[src/rtl/player_ctrl_pkg.sv]
// Shared screen geometry, motion state type and the saturating horizontal step
// used by the SkyHop player controller.
package player_ctrl_pkg;

   localparam int SCREEN_W = 800;
   localparam int SCREEN_H = 600;
   localparam int PLAYER_W = 80;
   localparam int PLAYER_H = 80;

   typedef enum logic [1:0] {
      ST_GROUND = 2'd0,
      ST_RISE   = 2'd1,
      ST_FALL   = 2'd2
   } motion_state_t;

   // Widened to 12 signed bits so a step left from near zero cannot wrap.
   function automatic logic [9:0] step_x(
      input logic [9:0]         x,
      input logic               left,
      input logic               right,
      input logic signed [11:0] step,
      input logic signed [11:0] x_min,
      input logic signed [11:0] x_max
   );
      logic signed [11:0] xs;
      logic signed [11:0] res;
      xs  = signed'({2'b00, x});
      res = xs;
      if (left && !right) begin
         res = xs - step;
         if (res < x_min) res = x_min;
      end else if (right && !left) begin
         res = xs + step;
         if (res > x_max) res = x_max;
      end
      return res[9:0];
   endfunction

endpackage

[src/rtl/player_ctrl_edge_detect.sv]
// Registered rising-edge detector: one-cycle pulse two edges after the input rises.
module edge_detect (
   input  logic pclk,
   input  logic rst,
   input  logic din,
   output logic pulse
);

   logic din_q;
   logic din_qq;

   always_ff @(posedge pclk) begin
      if (rst) begin
         din_q  <= 1'b0;
         din_qq <= 1'b0;
         pulse  <= 1'b0;
      end else begin
         din_q  <= din;
         din_qq <= din_q;
         pulse  <= din_q & ~din_qq;
      end
   end

endmodule

[src/rtl/player_ctrl.sv]
// SkyHop player motion: per-frame horizontal saturation and a jump/gravity FSM
// driving the sprite position into the rectangle-drawing stage.
//
// state     | meaning
// ----------+---------------------------------------------
// ST_GROUND | standing at Y_GROUND, vel = 0, jump allowed
// ST_RISE   | airborne, vel < 0 (moving up)
// ST_FALL   | airborne, vel >= 0 (falling until landing)
module player_ctrl
   import player_ctrl_pkg::*;
#(
   parameter int X_INIT   = (SCREEN_W - PLAYER_W) / 2,
   parameter int X_MIN    = 0,
   parameter int X_MAX    = SCREEN_W - PLAYER_W,
   parameter int Y_GROUND = SCREEN_H - PLAYER_H,
   parameter int X_STEP   = 4,
   parameter int JUMP_V   = 12,
   parameter int GRAVITY  = 1,
   parameter int V_MAX    = 15
) (
   input  logic       pclk,
   input  logic       rst,
   input  logic       vsync_in,
   input  logic       game_en,
   input  logic       btn_left,
   input  logic       btn_right,
   input  logic       btn_jump,
   output logic [9:0] xpos,
   output logic [9:0] ypos,
   output logic       on_ground,
   output logic       sprite_en
);

   localparam logic signed [11:0] XMIN_S   = 12'(X_MIN);
   localparam logic signed [11:0] XMAX_S   = 12'(X_MAX);
   localparam logic signed [11:0] XSTEP_S  = 12'(X_STEP);
   localparam logic signed [11:0] YG_S     = 12'(Y_GROUND);
   localparam logic signed [11:0] JV_S     = 12'(JUMP_V);
   localparam logic signed [11:0] GR_S     = 12'(GRAVITY);
   localparam logic signed [11:0] VMAX_S   = 12'(V_MAX);
   localparam logic signed [11:0] LAUNCH_V = GR_S - JV_S;

   motion_state_t      state;
   logic signed [6:0]  vel;
   logic               tick;
   logic               jump_edge;
   logic               jump_latch;
   logic signed [11:0] vel_ext;
   logic signed [11:0] vel_next;
   logic signed [11:0] ny;

   edge_detect u_vsync_edge (
      .pclk  (pclk),
      .rst   (rst),
      .din   (vsync_in),
      .pulse (tick)
   );

   edge_detect u_jump_edge (
      .pclk  (pclk),
      .rst   (rst),
      .din   (btn_jump),
      .pulse (jump_edge)
   );

   // A press coinciding with the tick survives the clear and applies next frame.
   always_ff @(posedge pclk) begin
      if (rst)            jump_latch <= 1'b0;
      else if (jump_edge) jump_latch <= 1'b1;
      else if (tick)      jump_latch <= 1'b0;
   end

   always_ff @(posedge pclk) begin
      if (rst) sprite_en <= 1'b0;
      else     sprite_en <= game_en;
   end

   always_comb begin
      vel_ext  = {{5{vel[6]}}, vel};
      vel_next = vel_ext + GR_S;
      if (vel_next > VMAX_S) vel_next = VMAX_S;
      if (state == ST_GROUND) ny = YG_S - JV_S;
      else                    ny = signed'({2'b00, ypos}) + vel_ext;
   end

   always_ff @(posedge pclk) begin
      if (rst) begin
         state     <= ST_GROUND;
         xpos      <= 10'(X_INIT);
         ypos      <= YG_S[9:0];
         vel       <= '0;
         on_ground <= 1'b1;
      end else if (tick && game_en) begin
         xpos <= step_x(xpos, btn_left, btn_right, XSTEP_S, XMIN_S, XMAX_S);
         case (state)
            ST_GROUND: begin
               if (jump_latch) begin
                  on_ground <= 1'b0;
                  if (ny < 12'sd0) begin
                     ypos  <= '0;
                     vel   <= '0;
                     state <= ST_FALL;
                  end else begin
                     ypos  <= ny[9:0];
                     vel   <= LAUNCH_V[6:0];
                     state <= (LAUNCH_V < 12'sd0) ? ST_RISE : ST_FALL;
                  end
               end else begin
                  ypos <= YG_S[9:0];
                  vel  <= '0;
               end
            end
            default: begin
               if (ny >= YG_S) begin
                  ypos      <= YG_S[9:0];
                  vel       <= '0;
                  state     <= ST_GROUND;
                  on_ground <= 1'b1;
               end else if (ny < 12'sd0) begin
                  ypos  <= '0;
                  vel   <= '0;
                  state <= ST_FALL;
               end else begin
                  ypos <= ny[9:0];
                  vel  <= vel_next[6:0];
                  if (vel_next >= 12'sd0) state <= ST_FALL;
               end
            end
         endcase
      end
   end

endmodule

[config.mk]
export PLATFORM = sky130hd
export DESIGN_NAME = player_ctrl
export DESIGN_NICKNAME = d
export VERILOG_FILES = /design/src/rtl/player_ctrl_pkg.sv /design/src/rtl/player_ctrl_edge_detect.sv /design/src/rtl/player_ctrl.sv
export SDC_FILE = /design/constraint.sdc
export NUM_CORES = 1
export LEC_CHECK = 0
export ABC_AREA = 1
export BUFFER_PORTS_ARGS = -buffer_cell sky130_fd_sc_hd__buf_2
export CAP_MARGIN = 20
export CORE_ASPECT_RATIO = 0.7
export CORE_UTILIZATION = 25
export DETAILED_ROUTE_END_ITERATION = 7
export GPL_TIMING_DRIVEN = 0
export HOLD_SLACK_MARGIN = 0.1
export PLACE_DENSITY = 0.51
export SLEW_MARGIN = 30
export SYNTH_ARGS = -nofsm -noshare
export SYNTH_HDL_FRONTEND = slang
export SYNTH_HIERARCHICAL = 1
export SYNTH_SLANG_ARGS = --single-unit
[constraint.sdc]
create_clock -name pclk -period 2.1 [get_ports pclk]
set_clock_uncertainty 0.05 [all_clocks]
set_input_delay 0.525 -clock pclk [delete_from_list [all_inputs] [get_ports pclk]]
set_output_delay 0.525 -clock pclk [all_outputs]
set_load 0.02 [all_outputs]
==> metrics.md <==
| Metric | Value |
|---|---|
| Outcome | `finished, violations left` |
| Failing checks | `negative setup slack` |
| Synth cell types | `38` |
| Setup crit end | `vel[2]` |
| DRC errors left | `0` |
| Post-Synth Simple-Gate Area | `32.3%` |
| Max-cap violation count | `0` |
| Crit. Startpoint | `vel[0]` |
| Port Buffers | `26` |
| Worst reg2reg path startpoint | `vel[0]` |
| First-pass GRT wire length | `roughly 11000 microns` |
| Worst R2R End | `vel[2]` |
| CP max FO | `4` |
| PnR worst setup slack | `-0.271 ns` |
| Reg2reg path depth | `17` |
| Clk Latency, worst-skew pair | `between 0.2 and 0.3 ns` |
| DR iter-0 viols | `129` |
| FFs w/ async S/R, synth | `0%` |
| Flop-to-flop setup slack | `-0.27 ns` |
| Final setup fails | `20` |
| Core area | `0.00980 sq mm` |
| Worst supply voltage drop on vdd | `~420 uV` |
| H-Tree Depth | `2` |
| Pleak | `1.52 nW` |
| Clk pin slew, worst setup/hold paths | `~0.060 ns` |
| GRT Total Usage | `13.7%` |
| Placed Instances | `541` |
| Vias in the first global route | `2237` |
| Post-synthesis sequential area ratio | `between 20% and 30%` |
| Hold Buf Count CTS | `0` |
| Largest family of logic cells by synthesized area | `simple AND/OR/NAND/NOR gates` |
| Die W | `about 120 microns` |
| Final ANT Viol Nets | `0` |
| Overflow after GRT | `0` |
| Worst-margin pin slew | `~0.88 ns` |
| Leading post-synthesis cells by cell area | `dfxtp_1 28%, nand2_1 12%, inv_1 8.1%` |
| Placed Instance Area | `roughly 0.0029 sq mm` |
| Initial Util | `a little over a quarter` |
| Avg WL per Cell | `between 10 and 15 microns` |
| Via density | `~4.5` |
| Synth Area in Adders | `8.61%` |
| Largest net degree at the start of global routing | `13` |
| Synth Instances | `between 300 and 400` |
| Wirelength, routed | `7020 microns` |
| Final Instance Count excl. Fillers | `about 560` |
| Final critical-path share of the clock period | `113%` |
| Hold Path Class | `reg2reg` |
| Top-area cell type share of the netlist area | `roughly 28%` |
| Fin. max-slew vios | `0` |
| Critical path type | `reg2reg` |
| I/O pins | `29` |
| Post-Syn Area | `roughly 0.0026 sq mm` |
| Total CTS buffers | `5` |
| Clock Tree Root | `clkbuf_16` |
| CP endpoint kind | `flop` |
| Arrival time at the worst endpoint | `around 2.5 ns` |
| Router iterations before antenna repair | `4` |
| Final Critical Period | `approximately 2.4 ns` |
| Pre-CTS WS | `-0.418 ns` |
| Nets | `454` |
| DR vias | `between 2000 and 3000` |
| #FFs+latches synth | `36` |
| CTS tree | `built` |
| YS warnings | `6` |
| DP Wirelength | `5180 microns` |
| Clock Sinks | `36` |
| Fin util | `between 30% and 40%` |
| Layout cells sized above 1 | `29.7%` |
| Initial antenna violation count | `0` |
| Syn avg cell area | `6.63 sq um` |
| Pwr dens | `499 mW/mm^2` |
| Number of synthesized flops with an enable pin | `0` |
| Max Freq | `~420 MHz` |
| Area leader, netlist | `dfxtp_1` |
| Fraction of synthesized area in multiplexers | `0%` |
| Finished Cell Area | `between 0.003 and 0.004 sq mm` |
| Slew headroom | `approximately two fifths` |
| Clk buf depth | `2` |
| Synth Area in XOR/XNOR | `around 5.4%` |
| Antenna diodes | `0` |
| Endpoints failing hold | `0` |
| Setup TNS | `-3.77 ns` |
| Critical path startpoint category | `flop` |
| DIE HEIGHT | `about 87 microns` |
| RePlAce Congestion | `between 0.8 and 0.9` |
| Area delta synth->final | `31.1%` |
| Die area | `0.0106 sq mm` |
| Main synth FF type | `dfxtp_1` |
| Worst hold margin | `~0.35 ns` |
| WP data required | `about 2.3 ns` |
| Cell Rows | `30` |
| Pwr Total | `1.67 mW` |
| Synth Area in Compound Gates | `roughly 15%` |
| RSZ-0062 raised after global routing | `true` |
## registers in the layout, summed over array words and instances (netlist names), 2 cells and up
signal  flops
xpos        8
state       2
vel         7
ypos       10
## how the worst min path moves through the flow
stage,start,end,slack [ns],cells past startpoint
finish,u_jump_edge/din_qq,u_jump_edge/pulse,0.35,1
global route,u_jump_edge/din_qq,u_jump_edge/pulse,0.36,1
CTS,u_jump_edge/din_qq,u_jump_edge/pulse,0.35,1
detailed placement,u_jump_edge/din_qq,u_jump_edge/pulse,0.34,1
global placement,u_jump_edge/din_qq,u_jump_edge/pulse,0.34,1
floorplan,u_jump_edge/din_qq,u_jump_edge/pulse,0.33,1
## layout by cell type, fill, tap and decap left out, drive strengths merged, types with 13 or more instances in the layout
master and instances:
a21oi 33, buf 38, clkbuf 13, dfxtp 36, ha 16, inv 60
nand2 93, nand3 30, nor2 42, o21ai 22, xor2 13
## area by class of cell
type	instances	area (sq um)
Clock buffer	6	139
Clock inverter	2	13.8
Tap cell	128	160
Multi-Input combinational cell	283	1810
Sequential cell	36	747
Buffer	9	42.5
Inverter	59	221
Timing Repair Buffer	36	220
Fill cell	1016	6440
## where the power goes
part           internal (mW)  total [mW]  switching [mW]
sequential             0.697       0.715          0.0180
clock                  0.474       0.769           0.295
combinational         0.0672       0.188           0.121
total                   1.24        1.67           0.434
## logic make-up after synthesis
group,Yosys count
xor gates and xnor gates,15
AOI/OAI and AO/OA,67
other,1
adders and majority gates,17
buffers and inverters,68
DFF,36
and+or+nand+nor,182
## layer usage
metal	up-vias	global-route usage, %	share of wire [%]
met5	-	0	0
met4	0	2.66	0.41
met3	2	2.63	5.9
met2	54	19.9	42
met1	1149	20.6	52
li1	1327	-	-
## critical path, cell delays in order (launching register included)
cell,delay (ns)
dfxtp_4,0.35
ha_4,0.15
inv_2,0.04
fa_2,0.36
inv_2,0.10
nand2_2,0.07
nand2_4,0.08
a21oi_4,0.06
nor2_4,0.10
nand2_2,0.06
nor2_2,0.09
nand3_2,0.09
nand2_2,0.11
nand2_4,0.09
nor2_4,0.16
buf_6,0.14
o21ai_2,0.05
a21oi_1,0.13
## synth_stat cells (2+ instances only)
cell,count
a21oi_1,30
a21oi_2,2
a31oi_1,2
buf_4,2
clkbuf_1,6
dfxtp_1,36
ha_1,16
inv_1,55
inv_2,4
nand2_1,83
nand2_2,8
nand2_4,2
nand3_1,28
nand3_2,2
nand3b_1,6
nand4_1,4
nor2_1,38
nor2_2,3
nor3_1,6
o211ai_1,3
o21ai_0,18
o21ai_1,3
o22ai_1,2
xnor2_1,2
xor2_1,12
## timing repair
item,4_1_cts,5_1_grt
buffers inserted,4,6
pin swaps,12,9
cloned,0,0
resized for setup,18,41
setup endpoints to repair,20,26
Power figures use the tool's default switching activity.
